`config.mk`:
```
export PLATFORM = sky130hd
export DESIGN_NAME = serial_add_sub
export DESIGN_NICKNAME = d
export VERILOG_FILES = /design/src/rtl/addsub_pkg.sv /design/src/rtl/addsub_chunk.sv /design/src/rtl/serial_add_sub.sv
export SDC_FILE = /design/constraint.sdc
export NUM_CORES = 1
export LEC_CHECK = 0
export CAP_MARGIN = 20
export CORE_ASPECT_RATIO = 1.5
export CORE_MARGIN = 1.5
export CORE_UTILIZATION = 55
export DETAILED_ROUTE_END_ITERATION = 8
export HOLD_SLACK_MARGIN = 0.12
export PLACE_DENSITY = 0.84
export SLEW_MARGIN = 20
export SYNTH_ARGS = -nofsm -noshare
export SYNTH_HDL_FRONTEND = slang
export SYNTH_SLANG_ARGS = --single-unit
```
`constraint.sdc`:
```
create_clock -name clk -period 3.8 [get_ports clk]
set_input_delay 0.38 -clock clk [delete_from_list [all_inputs] [get_ports clk]]
set_output_delay 0.38 -clock clk [all_outputs]
set_load 0.02 [all_outputs]
```
`src/rtl/addsub_pkg.sv`:
```
// ---------------------------------------------------------------------------
// addsub_pkg
// Shared types and helpers for the serial adder/subtractor.
//   state_e      : control FSM states (IDLE, RUN, DONE)
//   OP_ADD/OP_SUB: encoding of the 'sub' operand-select input
//   chunk_count  : number of RUN cycles per operation (WIDTH/STEP)
//   cnt_width    : width of the chunk counter ($clog2 of chunk count, min 1)
// ---------------------------------------------------------------------------
package addsub_pkg;

  typedef enum logic [1:0] {
    IDLE = 2'd0,
    RUN  = 2'd1,
    DONE = 2'd2
  } state_e;

  localparam logic OP_ADD = 1'b0;
  localparam logic OP_SUB = 1'b1;

  function automatic int chunk_count(input int width, input int step);
    return width / step;
  endfunction

  function automatic int cnt_width(input int width, input int step);
    int n;
    n = width / step;
    return (n <= 1) ? 1 : $clog2(n);
  endfunction

endpackage

```
`src/rtl/addsub_chunk.sv`:
```
// ---------------------------------------------------------------------------
// addsub_chunk
// Combinational STEP-bit ripple-carry adder slice.
// Ports:
//   a_i, b_i  : STEP-bit addends
//   cin_i     : carry in
//   sum_o     : STEP-bit sum
//   cout_o    : carry out of the slice MSB
// ---------------------------------------------------------------------------
module addsub_chunk #(
  parameter int STEP = 1
) (
  input  logic [STEP-1:0] a_i,
  input  logic [STEP-1:0] b_i,
  input  logic            cin_i,
  output logic [STEP-1:0] sum_o,
  output logic            cout_o
);

  logic [STEP:0] c;

  always_comb begin
    // NOTE: every variable driven here gets a default first so no path can infer a latch.
    c     = '0;
    sum_o = '0;
    c[0]  = cin_i;
    for (int i = 0; i < STEP; i++) begin
      sum_o[i] = a_i[i] ^ b_i[i] ^ c[i];
      c[i+1]   = (a_i[i] & b_i[i]) | (c[i] & (a_i[i] ^ b_i[i]));
    end
  end

  assign cout_o = c[STEP];

endmodule

```
`src/rtl/serial_add_sub.sv`:
```
// ---------------------------------------------------------------------------
// serial_add_sub
// Multi-cycle adder/subtractor: processes STEP bits per clock, LSB first,
// through a single shared addsub_chunk slice. valid/ready on both sides.
// Optional build macro: ADDSUB_SAT_EN -- clamp result to signed max/min on
// overflow (carry/overflow flags still report the unsaturated condition).
// Ports:
//   clk, rst_n          : clock, asynchronous active-low reset
//   in_valid / in_ready : operand handshake (accepted only in IDLE)
//   a, b, sub           : operands, 0 = A+B, 1 = A-B
//   out_valid/out_ready : result handshake (held in DONE until taken)
//   result, carry       : sum/difference, carry out (sub: 1 = no borrow)
//   overflow            : two's-complement overflow
//   busy                : high while in RUN or DONE
// ---------------------------------------------------------------------------
module serial_add_sub
  import addsub_pkg::*;
#(
  parameter int WIDTH = 8,
  parameter int STEP  = 1
) (
  input  logic             clk,
  input  logic             rst_n,
  input  logic             in_valid,
  output logic             in_ready,
  input  logic [WIDTH-1:0] a,
  input  logic [WIDTH-1:0] b,
  input  logic             sub,
  output logic             out_valid,
  input  logic             out_ready,
  output logic [WIDTH-1:0] result,
  output logic             carry,
  output logic             overflow,
  output logic             busy
);

  localparam int             CHUNKS = chunk_count(WIDTH, STEP);
  localparam int             CW     = cnt_width(WIDTH, STEP);
  localparam logic [CW-1:0]  LAST   = CW'(CHUNKS - 1);

  if ((WIDTH < 2) || (WIDTH % STEP != 0)) begin : g_bad_params
    $error("serial_add_sub: WIDTH must be >= 2 and a multiple of STEP");
  end

  state_e            state_q, state_d;
  logic [WIDTH-1:0]  a_q, a_d;      // latched A, shifted right each RUN cycle
  logic [WIDTH-1:0]  b_q, b_d;      // latched B' = B ^ {sub}, shifted likewise
  logic              c_q, c_d;      // running carry between chunks
  logic [CW-1:0]     cnt_q, cnt_d;
  logic [WIDTH-1:0]  acc_q, acc_d;  // partial sum, filled from the MSB end
  logic [WIDTH-1:0]  res_q, res_d;  // visible result, updated only on completion
  logic              carry_q, carry_d;
  logic              ovf_q, ovf_d;

  logic [STEP-1:0]       slice_sum;
  logic                  slice_cout;
  logic [WIDTH+STEP-1:0] acc_cat;
  logic [WIDTH-1:0]      acc_shift;
  logic                  a_msb, b_msb, ovf_now;
  logic [WIDTH-1:0]      res_final;

  addsub_chunk #(.STEP(STEP)) u_chunk (
    .a_i    (a_q[STEP-1:0]),
    .b_i    (b_q[STEP-1:0]),
    .cin_i  (c_q),
    .sum_o  (slice_sum),
    .cout_o (slice_cout)
  );

  // New chunk enters at the top; everything below moves down by STEP.
  assign acc_cat   = {slice_sum, acc_q};
  assign acc_shift = acc_cat[WIDTH+STEP-1:STEP];

  // On the last chunk the low STEP bits of a_q/b_q hold the original top
  // chunk, so bit STEP-1 is the operand MSB.
  assign a_msb   = a_q[STEP-1];
  assign b_msb   = b_q[STEP-1];
  assign ovf_now = (a_msb == b_msb) && (acc_shift[WIDTH-1] != a_msb);

`ifdef ADDSUB_SAT_EN
  assign res_final = !ovf_now ? acc_shift
                   : a_msb    ? {1'b1, {(WIDTH-1){1'b0}}}
                              : {1'b0, {(WIDTH-1){1'b1}}};
`else
  assign res_final = acc_shift;
`endif

  always_comb begin
    state_d = state_q;
    a_d     = a_q;
    b_d     = b_q;
    c_d     = c_q;
    cnt_d   = cnt_q;
    acc_d   = acc_q;
    res_d   = res_q;
    carry_d = carry_q;
    ovf_d   = ovf_q;
    unique case (state_q)
      IDLE: begin
        if (in_valid) begin
          a_d     = a;
          b_d     = b ^ {WIDTH{sub == OP_SUB}};
          c_d     = (sub == OP_ADD) ? 1'b0 : 1'b1;
          cnt_d   = '0;
          state_d = RUN;
        end
      end
      RUN: begin
        a_d   = a_q >> STEP;
        b_d   = b_q >> STEP;
        c_d   = slice_cout;
        acc_d = acc_shift;
        cnt_d = cnt_q + 1'b1;
        if (cnt_q == LAST) begin
          res_d   = res_final;
          carry_d = slice_cout;
          ovf_d   = ovf_now;
          state_d = DONE;
        end
      end
      DONE: begin
        if (out_ready) state_d = IDLE;
      end
      default: state_d = IDLE;
    endcase
  end

  // NOTE: sequential state uses non-blocking assignments so every register samples pre-edge values.
  always_ff @(posedge clk or negedge rst_n) begin
    if (!rst_n) begin
      state_q <= IDLE;
      a_q     <= '0;
      b_q     <= '0;
      c_q     <= 1'b0;
      cnt_q   <= '0;
      acc_q   <= '0;
      res_q   <= '0;
      carry_q <= 1'b0;
      ovf_q   <= 1'b0;
    end else begin
      state_q <= state_d;
      a_q     <= a_d;
      b_q     <= b_d;
      c_q     <= c_d;
      cnt_q   <= cnt_d;
      acc_q   <= acc_d;
      res_q   <= res_d;
      carry_q <= carry_d;
      ovf_q   <= ovf_d;
    end
  end

  assign in_ready  = (state_q == IDLE);
  assign out_valid = (state_q == DONE);
  assign busy      = (state_q != IDLE);
  assign result    = res_q;
  assign carry     = carry_q;
  assign overflow  = ovf_q;

endmodule

```
==> out/metrics.cfg <==
[outcome]
outcome=completed

[power_and_ir_drop]
ir_drop_uv=386
p_leak_uw=0.00101
cellPowerDensity_nw_per_um2=722
finalPower_uw=1600

[global_route]
grt_usage=0.215
grt_max_degree=40
grt_antenna_before_repair=0
grt_pass1_wl_mm=5.89
grt_pass1_vias=1292
gr-total-overflow=0

[yosys]
synth_most_common_cell=nand2_1
synth_nets=193
synth_top_cell_by_area=dfrtp_1
synthXorXnorAreaFrac=0.0436
synth-adder-area-share=0.0319
syn_area_per_cell_um2=10.8
synth_area_leaders=dfrtp_1 54%, nand2_1 8.7%, mux2_4 5.8%
synthDistinctLibCells=27
syn_area_um2=1810
synthFlopType=dfrtp_1
yosysWarnings=0
synth-edff-count=0
synth_top_area_frac=0.540
synthCells=168
async_reset_ff_frac=1.00
synth_mux_area_frac=0.0706
ys_top_cells_by_count=42 x nand2_1, 39 x dfrtp_1, 11 x o21ai_0, 9 x a22oi_1, 9 x xnor2_1
ys_ff_latch=39
synth_top_family_by_area=compound AO/OA/AOI/OAI gates
synth_compound_area_frac=0.141
ys_seq_area_frac=0.540
yosys.area_share.simple=0.138

[timing]
relSlewSlack=0.372
rsz0062_at_grt=no
worst_pin_slew_ps=941
post-route-period-util=0.601
setup_viol=0
min_period_ps=2280
slew_violations=0
tns_ps=0
timing_hold_violations_final=0
skew_ps=5.60
fmax_ghz=0.438

[final_layout]
insertedDiodeCount=0
drive_gt1_frac=0.0955
seqCellArea_um2=976
fill_cells=242
layout.nets=223
multi_input_area_um2=768
area_growth_pct=22.4

[floorplanning]
dieHeight_um=73.2
die-area_um2=3640
rows=25
start_util=0.578
core_um2=3130
ios=34
die_x_um=49.8

[setup_path]
reg2reg_from=state_q[0]$_DFFE_PN0P_
slowest_delay_ps=780
critPathMaxFanout=23
criticalPathCategory=reg2out
startpoint_type=flop
crit_required_ps=3420
critPathLaunch=state_q[1]$_DFFE_PN0P_
crit_path_cell_trace=nand2b_1 > inv_1 > clkdlybuf4s50_1
cp.arrival_ps=1900
slowest_stage=dfrtp_1
endpoint_kind=primary output

[cts]
cts_tree=built
htree_levels=2
root_buffer=clkbuf_8
insertion_delay_ps=290
cts_max_path_buffers=2
cts_resized=0
clock-sinks=39
hold_buffers=0
post-cts-setup-buffers=0
numCtsBuffers=5
cts.clk_slew.worst_paths_ps=70

[detailed_routing]
vias_per_cell=5.59
drtIter0Drc=37
detail_route.first_pass.iterations=4
ant_nets=0
num_vias=1335
wirelength_mm=3.39
wl_per_cell_um=14.2
drcViolationCount=0

[placement]
io_buffers=33
place_congestion=0.829
hpwl_mm=2.37

[flow_run]
maxCapViolations=0

[worst_hold_path]
hold_path.class=in2async

critical path, delay by kind of cell, from the launching register on:
kind | cells | cell delay [ps]
buffers and inverters | 2 | 680
flip-flops | 1 | 780
AND/OR/NAND/NOR | 1 | 150
sequential cells by signal, indices dropped and copies added, names as in the netlist:
| signal | count |
|---|---|
| a_q | 8 |
| acc_q | 7 |
| b_q | 8 |
| c_q | 1 |
| carry | 1 |
| cnt_q | 3 |
| overflow | 1 |
| result | 8 |
| state_q | 2 |
cells by family (layout without fill, tap and decap cells):
family,after synthesis,in the layout
flops,39,39
simple gates,56,56
xor+xnor,9,9
mux,9,9
compound gates,39,39
fa+ha+maj,4,4
buf+inv,12,43
report_power, final:
group          internal, µW  total (µW)  switching, µW  leakage [µW]
Sequential              579         722            143      0.000504
Combinational           314         606            292      0.000455
Clock                   126         268            142     0.0000477
layout by cell type, fill, tap and decap left out, types with 2 or more instances in the layout:
master	n
a21oi_1	7
a22o_1	2
a22oi_1	9
and2b_1	4
clkbuf_8	5
clkdlybuf4s50_1	32
clkinv_2	3
dfrtp_1	39
ha_1	3
inv_1	2
mux2_2	2
mux2_4	7
nand2_1	42
nand2b_1	2
nor2b_1	5
o21ai_0	11
o221ai_1	6
xnor2_1	9
per-layer routing:
layer	GRT usage	share of wire
met1	0.274	0.43
met2	0.339	0.49
met3	0.0533	0.050
met4	0.111	0.025
met5	0	0
through the flow:
step	hold slack, ps	std cells	worst slack [ps]	util	cell area (µm²)
5_1_grt	258	239	1400	0.707	2210
6_report	189	239	1520	0.707	2210
4_1_cts	219	239	1500	0.707	2210
3_5_place_dp	473	231	1670	0.680	2130
2_1_floorplan	84.4	168	2330	-	1810
3_3_place_gp	457	231	1740	0.680	2130
layout make-up:
class	count	area share
sequential	39	0.441
multi-input combinational	117	0.347
timing repair buffer	33	0.147
clock buffer	5	0.0311
tap	40	0.0226
clock inverter	3	0.00679
inverter	2	0.00340
path summary, 6_finish.rpt:
kind                                         endpoint  slack (ps)  cells past startpoint
max in group asynchronous           carry$_DFFE_PN0P_        3090                      1
worst max register to register  result[6]$_DFFE_PN0P_        1770                      2
min in group clk                 overflow$_DFFE_PN0P_         490                      2
worst max-delay path                        out_valid        1520                      3
worst min-delay path             overflow$_DFFE_PN0P_         190                      1
worst min register to register   overflow$_DFFE_PN0P_         490                      2
Power figures use the tool's default switching activity.
